`config.mk`:
```
export PLATFORM = sky130hd
export DESIGN_NAME = sobel_rgb_stream_src
export DESIGN_NICKNAME = d
export VERILOG_FILES = /design/src/rtl/sobel_rgb_stream_src.sv
export SDC_FILE = /design/constraint.sdc
export NUM_CORES = 1
export LEC_CHECK = 0
export ABC_AREA = 1
export BUFFER_PORTS_ARGS = -buffer_cell sky130_fd_sc_hd__buf_2
export CAP_MARGIN = 25
export CORE_ASPECT_RATIO = 1.5
export CORE_UTILIZATION = 34
export DETAILED_ROUTE_END_ITERATION = 16
export PLACE_DENSITY = 0.56
export RECOVER_POWER = 25
export SLEW_MARGIN = 5
export SYNTH_ARGS = -nofsm -noshare
export SYNTH_HDL_FRONTEND = slang
export SYNTH_SLANG_ARGS = --single-unit
```
`constraint.sdc`:
```
create_clock -name i_clk -period 2.1 [get_ports i_clk]
set_input_delay 0.42 -clock i_clk [delete_from_list [all_inputs] [get_ports i_clk]]
set_output_delay 0.42 -clock i_clk [all_outputs]
set_load 0.02 [all_outputs]
```
`src/rtl/sobel_rgb_stream_src.sv`:
```
// Frame streamer: reads RGB pixels row-major from a sync-read memory and
// hands each colour byte to its own busy/vld/data channel.
module sobel_rgb_stream_src #(
    parameter  int                IMG_W     = 256,
    parameter  int                IMG_H     = 256,
    parameter  int                ADDR_W    = 16,
    parameter  logic [ADDR_W-1:0] BASE_ADDR = '0,
    localparam int                XW        = (IMG_W > 1) ? $clog2(IMG_W) : 1,
    localparam int                YW        = (IMG_H > 1) ? $clog2(IMG_H) : 1
) (
    input  logic              i_clk,
    input  logic              i_rst,
    input  logic              start,
    output logic              active,
    output logic              done,
    output logic              mem_rd,
    output logic [ADDR_W-1:0] mem_addr,
    input  logic [23:0]       mem_rdata,
    output logic              o_r_vld,
    output logic              o_g_vld,
    output logic              o_b_vld,
    output logic [7:0]        o_r_data,
    output logic [7:0]        o_g_data,
    output logic [7:0]        o_b_data,
    input  logic              o_r_busy,
    input  logic              o_g_busy,
    input  logic              o_b_busy,
    output logic [XW-1:0]     pix_x,
    output logic [YW-1:0]     pix_y
);

    typedef enum logic [2:0] {
        S_IDLE,
        S_FETCH,
        S_LOAD,
        S_SEND,
        S_DONE
    } state_t;

    localparam logic [XW-1:0] X_LAST = XW'(IMG_W - 1);
    localparam logic [YW-1:0] Y_LAST = YW'(IMG_H - 1);

    state_t state;
    logic   pend_r, pend_g, pend_b;
    logic   keep_r, keep_g, keep_b;
    logic   send_done;
    logic   last_pix;

    // A pending flag survives an edge only while its consumer stalls it.
    assign keep_r    = pend_r & o_r_busy;
    assign keep_g    = pend_g & o_g_busy;
    assign keep_b    = pend_b & o_b_busy;
    assign send_done = ~(keep_r | keep_g | keep_b);
    assign last_pix  = (pix_x == X_LAST) && (pix_y == Y_LAST);

    assign o_r_vld = pend_r;
    assign o_g_vld = pend_g;
    assign o_b_vld = pend_b;

    always_ff @(posedge i_clk) begin
        if (i_rst) begin
            state    <= S_IDLE;
            active   <= 1'b0;
            done     <= 1'b0;
            mem_rd   <= 1'b0;
            mem_addr <= '0;
            o_r_data <= '0;
            o_g_data <= '0;
            o_b_data <= '0;
            pend_r   <= 1'b0;
            pend_g   <= 1'b0;
            pend_b   <= 1'b0;
            pix_x    <= '0;
            pix_y    <= '0;
        end else begin
            // NOTE: pulse outputs default low here with non-blocking writes, so
            // any branch below may raise them for exactly one cycle.
            done   <= 1'b0;
            mem_rd <= 1'b0;
            case (state)
                S_IDLE: begin
                    if (start) begin
                        state    <= S_FETCH;
                        active   <= 1'b1;
                        mem_rd   <= 1'b1;
                        mem_addr <= BASE_ADDR;
                        pix_x    <= '0;
                        pix_y    <= '0;
                    end
                end
                S_FETCH: state <= S_LOAD;
                S_LOAD: begin
                    {o_r_data, o_g_data, o_b_data} <= mem_rdata;
                    pend_r <= 1'b1;
                    pend_g <= 1'b1;
                    pend_b <= 1'b1;
                    state  <= S_SEND;
                end
                S_SEND: begin
                    pend_r <= keep_r;
                    pend_g <= keep_g;
                    pend_b <= keep_b;
                    if (send_done) begin
                        if (last_pix) begin
                            state <= S_DONE;
                            done  <= 1'b1;
                        end else begin
                            // mem_addr is the running linear pixel index.
                            state    <= S_FETCH;
                            mem_rd   <= 1'b1;
                            mem_addr <= mem_addr + ADDR_W'(1);
                            if (pix_x == X_LAST) begin
                                pix_x <= '0;
                                pix_y <= pix_y + YW'(1);
                            end else begin
                                pix_x <= pix_x + XW'(1);
                            end
                        end
                    end
                end
                S_DONE: begin
                    active <= 1'b0;
                    state  <= S_IDLE;
                end
                default: state <= S_IDLE;
            endcase
        end
    end

endmodule

```
==> summary.txt, run 1 <==
Floorplanning
  – Starting Density: 35.4%
  – Core ar.: 8880 µm²
  – Io pins: 92
  – Die W: 80.5 µm
  – Num rows: 42
  – DIE HEIGHT: 120 µm
  – Die area: 9650 µm²

Power and ir drop
  – PwrDens: 917 nW/µm²
  – IR drop worst, VDD: 0.498 mV
  – Pleak: 1.73 nW
  – Pwr Total: 3.67 mW

STA
  – Slew Viols, Final: 0
  – Tcrit/Tclk final: 85.6%
  – Unrepaired setup endpoints after global routing: no
  – Slew at the pin closest to its max-slew limit: 0.849 ns
  – Fin. Hold Viols: 0
  – Max Fclk: 557 MHz
  – Max_slew headroom: 43.4%
  – Fin crit period: 1.80 ns
  – Setup_tns: 0 ns
  – Setup-failing EPs final: 0
  – Setup Skew: 0.00741 ns

Layout
  – Post-layout util: 45.1%
  – Layout cells sized above 1: 18.5%
  – Layout fillers: 941
  – ANT cells: 0
  – Final #Nets: 585
  – Area Growth Syn to Fin: 27.3%

Drt
  – Final WL: 7.95 mm
  – Routed Antenna Nets: 0
  – DRC: 0
  – Via density: 4.75
  – Iter 0 DRT Violations: 123
  – Wire per inst: 11.9 µm
  – TritonRoute pass-1 iters: 4
  – DR vias: 3171

Min path
  – Hold Path Depth: 3
  – Tightest Hold Check Type: in -> reg
  – Hold Path End: o_g_data[5]
  – Hold path startpoint: mem_rdata[13]

Clock tree
  – Cts bufs inserted: 9
  – CTS H-tree lvls: 3
  – Clock latency on the worst-skew pair: 0.33 ns
  – Post-CTS sizing: 0
  – Post-CTS Setup Bufs: 0
  – CTS tree: done
  – CTS root buf: clkbuf_16
  – Clock Tree Buf Depth: 2
  – Clock transition at the registers of the reported paths: 0.06 ns
  – Hold_buf cts: 0
  – Clock sink count: 65

Job
  – Max-cap viol count: 0

Synth
  – Synth Flop Type: dfxtp_1
  – Area leader, netlist: dfxtp_1
  – Synth Cell Area: 3150 µm²
  – Post-synth top area share: 41.4%
  – Sequential area share after synthesis: 41.4%
  – Async set-or-reset flop fraction in the synthesized netlist: 0%
  – Yosys synthesis warning count: 0
  – Most common cell in the netlist: nor2_1
  – Syn avg cell area: 6.85 µm²
  – Synth area leaders: dfxtp_1 (41%), nor2_1 (13%), nand2_1 (12%)
  – Post-synth cell types: 27
  – EDFF count, synth: 0
  – Syn_nets: 492
  – Synth cell count leaders: nor2_1 (105), nand2_1 (100), dfxtp_1 (65), o21ai_0 (38), a21oi_1 (34)
  – Post-Synthesis Cells: 459
  – Post-synthesis register bit count: 65

Worst setup path
  – Slowest-stage cell, CP: dfxtp_1
  – Worst path top cell family by delay: simple AND/OR/NAND/NOR gates
  – Worst path cell trace: ha_1 -> nand2_1 -> nor2_4 -> nand2_4 -> nor2_2 -> nand2_2 -> nand2_4 -> nor2_1 -> nor2_1 -> nor2_1
  – Crit path depth: 10
  – Cell mode on critical path: nor2_1
  – CP Max Fanout: 19
  – Worst setup EP type: flop
  – Crit-path max cell delay: 0.45 ns
  – CP required: 2.32 ns
  – WP data arrival: 2.02 ns
  – Crit Path Class: reg -> reg
  – Worst reg2reg startpoint: pix_x[0]
  – R2r setup slk: 0.30 ns
  – Worst R2R Path Depth: 10
  – Crit path buf inv count: 0
  – Kind of start point of the critical path: flop
  – Worst reg2reg endpoint: mem_addr[5]

Placed design
  – HPWL Detailed: 5.71 mm
  – # port buffers: 91
  – Placer congestion estimate: 0.826

Status
  – Outcome: complete, no violations

Global route
  – First-pass GRT wire length: 13.2 mm
  – Initial antenna violation count: 0
  – Total Routing Usage GR: 17.7%
  – Number of global-route vias before repair: 3001
  – Congestion Overflow GR: 0
  – Largest net degree at the start of global routing: 40
## cells by family after synthesis
kind of cell | share of synthesized area (%)
AND/OR/NAND/NOR | 37.5
AO/OA/AOI/OAI | 11.7
adder cells (fa/ha/maj) | 1.19
XOR/XNOR | 0.835
buffers and inverters | 7.40
flip-flops | 41.4
## flip-flops by register name, indices dropped and copies added (netlist names), 3 cells and up
signal	cells
o_g_data	8
state	3
mem_addr	16
o_r_data	8
pix_x	8
o_b_data	8
pix_y	8
## metal layers
metal  track usage [%]  share of wire [%]
met5                 0                  0
met4              8.59                1.7
met3              6.01                7.1
met2              30.1                 50
met1              19.3                 41
## cell type report
type                            instances  area (µm²)  area share, %
Multi-Input combinational cell        344        1610           40.2
Sequential cell                        65        1300           32.5
Tap cell                              110         138           3.44
Clock buffer                           11         253           6.31
Timing Repair Buffer                   99         500           12.5
Inverter                               33         124           3.09
Clock inverter                          5        77.6           1.94
## worst reg2reg max path, cell delays in order, from the launching register on
cell,delay [ns]
dfxtp_1,0.45
ha_1,0.25
nand2_1,0.11
nor2_4,0.16
nand2_4,0.09
nor2_2,0.10
nand2_2,0.13
nand2_4,0.22
nor2_1,0.07
nor2_1,0.09
nor2_1,0.04
## cells in the final DEF (no fill, tap or decap), drive strengths merged
cell type	synthesis	layout
inv	32	32
nand3b	1	1
xnor2	2	2
o21ai	38	38
buf	9	69
clkbuf	8	41
nand2	106	106
bufinv	0	2
nor2	111	111
ha	3	3
clkinvlp	0	1
nor3	3	3
a21oi	34	34
nand4	8	8
clkinv	1	3
nand3	36	36
dfxtp	65	65
xor2	1	1
a31oi	1	1
## report_power, final
part           leakage, nW  switching, mW  internal (mW)
combinational         1.04          0.437          0.204
sequential           0.529         0.0667           1.33
clock                0.162          0.540           1.10
## how the worst max path moves through the flow
stage / slack, ns / startpoint / to
after floorplan: 0.34 / pix_x[0] / mem_addr[8]
after global placement: 0.34 / pix_x[0] / mem_addr[5]
after detailed placement: 0.32 / pix_x[0] / mem_addr[15]
after CTS: 0.30 / pix_x[0] / mem_addr[15]
after global routing: 0.1 / pix_x[0] / mem_addr[5]
final: 0.30 / pix_x[0] / mem_addr[5]
## through the flow
step                area [µm²]  instances  worst slack, ns  hold WS [ns]
detailed placement        3710        651            0.318         0.449
global placement          3710        651            0.344         0.452
finish                    4010        667            0.303         0.335
floorplan                 3150        459            0.337         0.536
CTS                       4050        667            0.299         0.324
global route              4010        667           0.0992         0.350
Note: power is estimated with default switching activity, not from simulation.
==> run 2: changes to the inputs <==
- CORE_UTILIZATION: 34 -> 52
- PLACE_DENSITY: 0.56 -> 0.8
==> run 2 against run 1 <==
Compared with the run above:
- utilization is 21 points higher
- routed wire length fell by 5.8%
- power decreased by 11%
- clock power fell by 26%
- sequential power about the same
- first-iteration DRC count rose by 26%
- flip-flop and latch count stayed put
- die area down 34%
- final area is 4.0% lower
- critical path depth shrank 1
- non-clock buffer count did not move
==> summary.txt, run 2 (synthesized netlist as in run 1, its figures left out) <==
Drt
  – Routed Antenna Nets: 0
  – Wire per inst: 11.9 µm
  – Via density: 5.10
  – DR vias: 3200
  – Final WL: 7.49 mm
  – WL met1: 3.00 mm
  – TritonRoute pass-1 iters: 4
  – DRC: 0
  – Met3 routed WL: 426 µm
  – Top Metal Used: met4
  – Iter 0 DRT Violations: 155
  – Met2 Wirelength: 3.90 mm

Clock tree
  – Post-CTS Setup Bufs: 0
  – Clock latency on the worst-skew pair: 0.35 ns
  – Clock sink count: 65
  – Cts bufs inserted: 9
  – CTS root buf: clkbuf_8
  – Hold_buf cts: 0
  – Post-CTS sizing: 0
  – Clock transition at the registers of the reported paths: 0.07 ns
  – CTS H-tree lvls: 3
  – CTS tree: done
  – Clock Tree Buf Depth: 2

STA
  – Setup_tns: 0 ns
  – Max Fclk: 531 MHz
  – Slew at the pin closest to its max-slew limit: 0.924 ns
  – Setup-failing EPs final: 0
  – Unrepaired setup endpoints after global routing: no
  – Fin crit period: 1.88 ns
  – Max_slew headroom: 38.4%
  – Fin. Hold Viols: 0
  – Tcrit/Tclk final: 89.7%
  – Setup Skew: 0.00628 ns
  – Slew Viols, Final: 0

Job
  – Max-cap viol count: 0

Layout
  – Register Area: 1300 µm²
  – Largest register by flop count: mem_addr
  – Area Growth Syn to Fin: 22.2%
  – Largest register FFs: 16
  – Final instance area: 3840 µm²
  – Commonest non-fill, non-tap cell in the layout: nor2_1
  – Layout fillers: 539
  – Layout cells sized above 1: 18.2%
  – Final #Nets: 585
  – ANT cells: 0
  – Area of the multi-input gates: 1610 µm²
  – Most frequent cells in the layout: nor2_1 (105), nand2_1 (100), dfxtp_1 (65), buf_2 (62), o21ai_0 (38)

Floorplanning
  – Starting Density: 54.0%
  – DIE HEIGHT: 97.3 µm
  – Core ar.: 5830 µm²
  – Die W: 65.5 µm
  – Num rows: 34
  – Die area: 6370 µm²
  – Io pins: 92

Power and ir drop
  – Pleak: 1.68 nW
  – Pwr Total: 3.25 mW
  – IR drop worst, VDD: 0.610 mV
  – PwrDens: 846 nW/µm²

Global route
  – Largest net degree at the start of global routing: 28
  – Total Routing Usage GR: 25.5%
  – Number of global-route vias before repair: 2965
  – Initial antenna violation count: 0
  – Congestion Overflow GR: 0
  – First-pass GRT wire length: 12.9 mm

Placed design
  – DP Area: 3650 µm²
  – # port buffers: 91
  – HPWL Detailed: 5.47 mm
  – Placer congestion estimate: 0.847

Worst setup path
  – Crit Path Class: reg -> reg
  – CP required: 2.37 ns
  – Kind of start point of the critical path: flop
  – Worst setup EP type: flop
  – WP data arrival: 2.16 ns
  – CP Max Fanout: 19

Status
  – Outcome: complete, no violations

Min path
  – Tightest Hold Check Type: in -> reg
==> run 2: cell count changes in the layout (fill, tap and decap cells not counted) <==
cell and change:
buf_12 -1, buf_4 +1, clkbuf_1 +1, clkbuf_16 -9, clkbuf_8 +10, clkinv_2 -2
clkinvlp_4 -1
==> run 2: final cells by class <==
| class | count | share of cell area [%] |
|---|---|---|
| clock inverter | 2 | 1.56 |
| tap | 72 | 2.34 |
| multi-input combinational | 344 | 41.9 |
| sequential | 65 | 33.9 |
| timing repair buffer | 99 | 12.7 |
| clock buffer | 13 | 4.39 |
| inverter | 33 | 3.22 |
==> run 2: per-stage QoR <==
step / utilization [%] / worst slack, ns / std cells / hold WS, ns
2_1_floorplan: - / 0.337 / 459 / 0.536
3_3_place_gp: 62.7 / 0.263 / 613 / 0.453
3_5_place_dp: 62.7 / 0.231 / 613 / 0.456
4_1_cts: 66.6 / 0.192 / 628 / 0.313
5_1_grt: 66.0 / 0.0417 / 628 / 0.335
6_report: 66.0 / 0.215 / 628 / 0.318
==> run 2: layer usage <==
metal,vias up,global-route usage [%]
met5,-,0
met4,0,12.0
met3,12,5.16
met2,109,45.1
met1,1422,28.2
li1,1657,-
==> run 2: critical path, cell delays in order (launching register included) <==
cell     delay [ns]
dfxtp_1        0.47
ha_1           0.27
nand2_1        0.11
nor2_4         0.18
nand2_4        0.10
nor2_2         0.09
nand2_2        0.13
nand2_4        0.22
nand2_1        0.08
a21oi_1        0.16
==> run 2: worst paths after layout <==
kind,from,to,slack [ns],depth (start not counted)
hold / removal,mem_rdata[21],o_r_data[5],0.32,3
hold reg to reg,active,active,0.47,2
setup / recovery,pix_x[0],mem_addr[1],0.22,9
setup reg to reg,pix_x[0],mem_addr[1],0.22,9
==> run 2: where the power goes <==
part | switching, mW | internal [mW]
Sequential | 0.0671 | 1.32
Combinational | 0.438 | 0.202
Clock | 0.461 | 0.760
==> run 3: changes to the inputs <==
==> constraint.sdc (replaced) <==
create_clock -name i_clk -period 2.1 [get_ports i_clk]
set_input_delay 0.21 -clock i_clk [delete_from_list [all_inputs] [get_ports i_clk]]
set_output_delay 0.21 -clock i_clk [all_outputs]
set_load 0.02 [all_outputs]
==> run 3 against run 2 <==
Compared with the run above:
- clock skew rose by 0.0048 ns
- final area barely moved
- clock-buffer cell count fell by 1
- largest cell class unchanged
- die area did not move
- combinational power barely moved
- clock power fell by 8%
- sequential power barely moved
- global-route usage rose by 0.54 points
- largest power group unchanged
- power fell by 3.1%
- non-clock buffer count rose by 1
- critical endpoint is now mem_addr[15]
==> summary.txt, run 3 (synthesized netlist as in run 1, its figures left out) <==
Status
  – Outcome: complete, no violations

STA
  – Fin worst setup slack: 0.257 ns
  – Unrepaired setup endpoints after global routing: no
  – Setup Skew: 0.0110 ns
  – Setup_tns: 0 ns
  – Slew at the pin closest to its max-slew limit: 0.532 ns
  – Max_slew headroom: 64.5%
  – Max Fclk: 543 MHz
  – Slew Viols, Final: 0
  – Setup-failing EPs final: 0
  – Tcrit/Tclk final: 87.7%
  – Fin crit period: 1.84 ns
  – Fin. Hold Viols: 0

Layout
  – ANT cells: 0
  – Area Growth Syn to Fin: 22.1%
  – Most frequent cells in the layout: nor2_1 (105), nand2_1 (100), dfxtp_1 (65), buf_2 (61), o21ai_0 (38)
  – Largest register FFs: 16
  – Largest register by flop count: mem_addr
  – Final #Nets: 586
  – Commonest non-fill, non-tap cell in the layout: nor2_1
  – Layout cells sized above 1: 18.6%

Drt
  – Via density: 5.17
  – TritonRoute pass-1 iters: 4
  – DR vias: 3257
  – Iter 0 DRT Violations: 167
  – Routed Antenna Nets: 0
  – Final WL: 7.58 mm
  – Wire per inst: 12.0 µm
  – DRC: 0

Min path
  – Hold Path End: o_g_data[6]
  – Tightest Hold Check Type: in -> reg
  – Hold path startpoint: mem_rdata[14]
  – Hold Path Depth: 3

Global route
  – Met1 GRT Util: 27.7%
  – Congestion Overflow GR: 0
  – Met3 GRT Util: 6.81%
  – Largest net degree at the start of global routing: 28
  – Number of global-route vias before repair: 3068
  – Initial antenna violation count: 0
  – GR peak layer: met2
  – First-pass GRT wire length: 13.1 mm
  – GR Layer Usage met2: 46.7%
  – Total Routing Usage GR: 26.1%

Worst setup path
  – Start point of the critical path: pix_x[0]
  – Worst reg2reg startpoint: pix_x[0]
  – Slowest-stage cell, CP: dfxtp_1
  – Worst path cell trace: ha_1 -> nand2_1 -> nor2_4 -> nand2_4 -> nor2_2 -> nand2_2 -> nand2_4 -> nor2_1 -> nor2_1 -> nor2_1
  – Worst setup EP type: flop
  – WP data arrival: 2.08 ns
  – Crit-path max cell delay: 0.44 ns
  – Worst R2R Path Depth: 10
  – Cell mode on critical path: nor2_1
  – Crit path buf inv count: 0
  – CP required: 2.34 ns
  – Worst reg2reg endpoint: mem_addr[15]
  – R2r setup slk: 0.26 ns
  – Crit Path Class: reg -> reg
  – Worst path top cell family by delay: simple AND/OR/NAND/NOR gates
  – Kind of start point of the critical path: flop
  – CP Max Fanout: 19

Power and ir drop
  – Sequential power share: 44.0%
  – Clk pwr share: 35.7%
  – NetSw: 0.981 mW
  – Internal: 2.17 mW
  – PwrDens: 821 nW/µm²
  – IR drop worst, VDD: 0.589 mV
  – Pleak: 1.67 nW
  – Sw Share: 31.1%
  – Comb power frac: 20.3%
  – Pwr Total: 3.15 mW

Placed design
  – # port buffers: 91
  – Placer congestion estimate: 0.834
  – HPWL Detailed: 5.45 mm
  – Worst slack at placement: 0.263 ns

Floorplanning
  – Die W: 65.5 µm
  – DIE HEIGHT: 97.3 µm
  – Io pins: 92
  – Num rows: 34
  – Starting Density: 54.0%
  – Die area: 6370 µm²
  – Core ar.: 5830 µm²

Clock tree
  – Clock latency on the worst-skew pair: 0.35 ns
  – Post-CTS Setup Bufs: 0
  – Hold_buf cts: 0
  – CTS H-tree lvls: 3
  – Clock transition at the registers of the reported paths: 0.07 ns
  – Clock Tree Buf Depth: 2
  – CTS root buf: clkbuf_8
  – CTS tree: done
  – Clock sink count: 65
  – Cts bufs inserted: 9
  – Post-CTS sizing: 0

Job
  – Max-cap viol count: 0
==> run 3: stage by stage <==
step / utilization (%) / instance area, µm² / std cells / hold slack [ns]
5_1_grt: 65.9 / 3840 / 630 / 0.120
4_1_cts: 66.5 / 3880 / 630 / 0.106
2_1_floorplan: - / 3150 / 459 / 0.377
3_5_place_dp: 62.8 / 3660 / 614 / 0.464
6_report: 65.9 / 3840 / 630 / 0.108
3_3_place_gp: 62.8 / 3660 / 614 / 0.446
==> run 3: how the worst max path moves through the flow <==
stage	endpoint	slack [ns]	cells after the start
after floorplan	mem_addr[8]	0.34	10
after global placement	mem_addr[13]	0.33	10
after detailed placement	mem_addr[15]	0.26	10
after CTS	mem_addr[15]	0.24	10
after global routing	mem_addr[8]	0.07	9
final	mem_addr[15]	0.26	10
==> run 3: cell type report <==
cell class	instances	area (µm²)
Sequential cell	65	1300
Inverter	33	124
Timing Repair Buffer	100	498
Tap cell	72	90.1
Clock buffer	12	165
Multi-Input combinational cell	344	1610
Fill cell	526	1990
Clock inverter	4	50.0
==> run 3: power by group through the flow <==
stage,sequential [mW],combinational (mW),clock [mW]
final,1.39,0.640,1.12
after global routing,1.40,0.716,1.19
after CTS,1.39,0.664,1.13
after detailed placement,1.41,0.661,0
after global placement,1.41,0.647,0
after floorplan,1.51,0.385,0
==> run 3: worst register-to-register path: stages, from the launching register on <==
cell     delay [ns]
dfxtp_1        0.44
ha_1           0.26
nand2_1        0.11
nor2_4         0.18
nand2_4        0.09
nor2_2         0.10
nand2_2        0.13
nand2_4        0.22
nor2_1         0.07
nor2_1         0.09
nor2_1         0.05
==> run 3: metal layers <==
| metal | routed length (µm) | vias up |
|---|---|---|
| met5 | 0 | - |
| met4 | 155 | 0 |
| met3 | 450 | 13 |
| met2 | 3900 | 120 |
| met1 | 3070 | 1455 |
| li1 | - | 1669 |
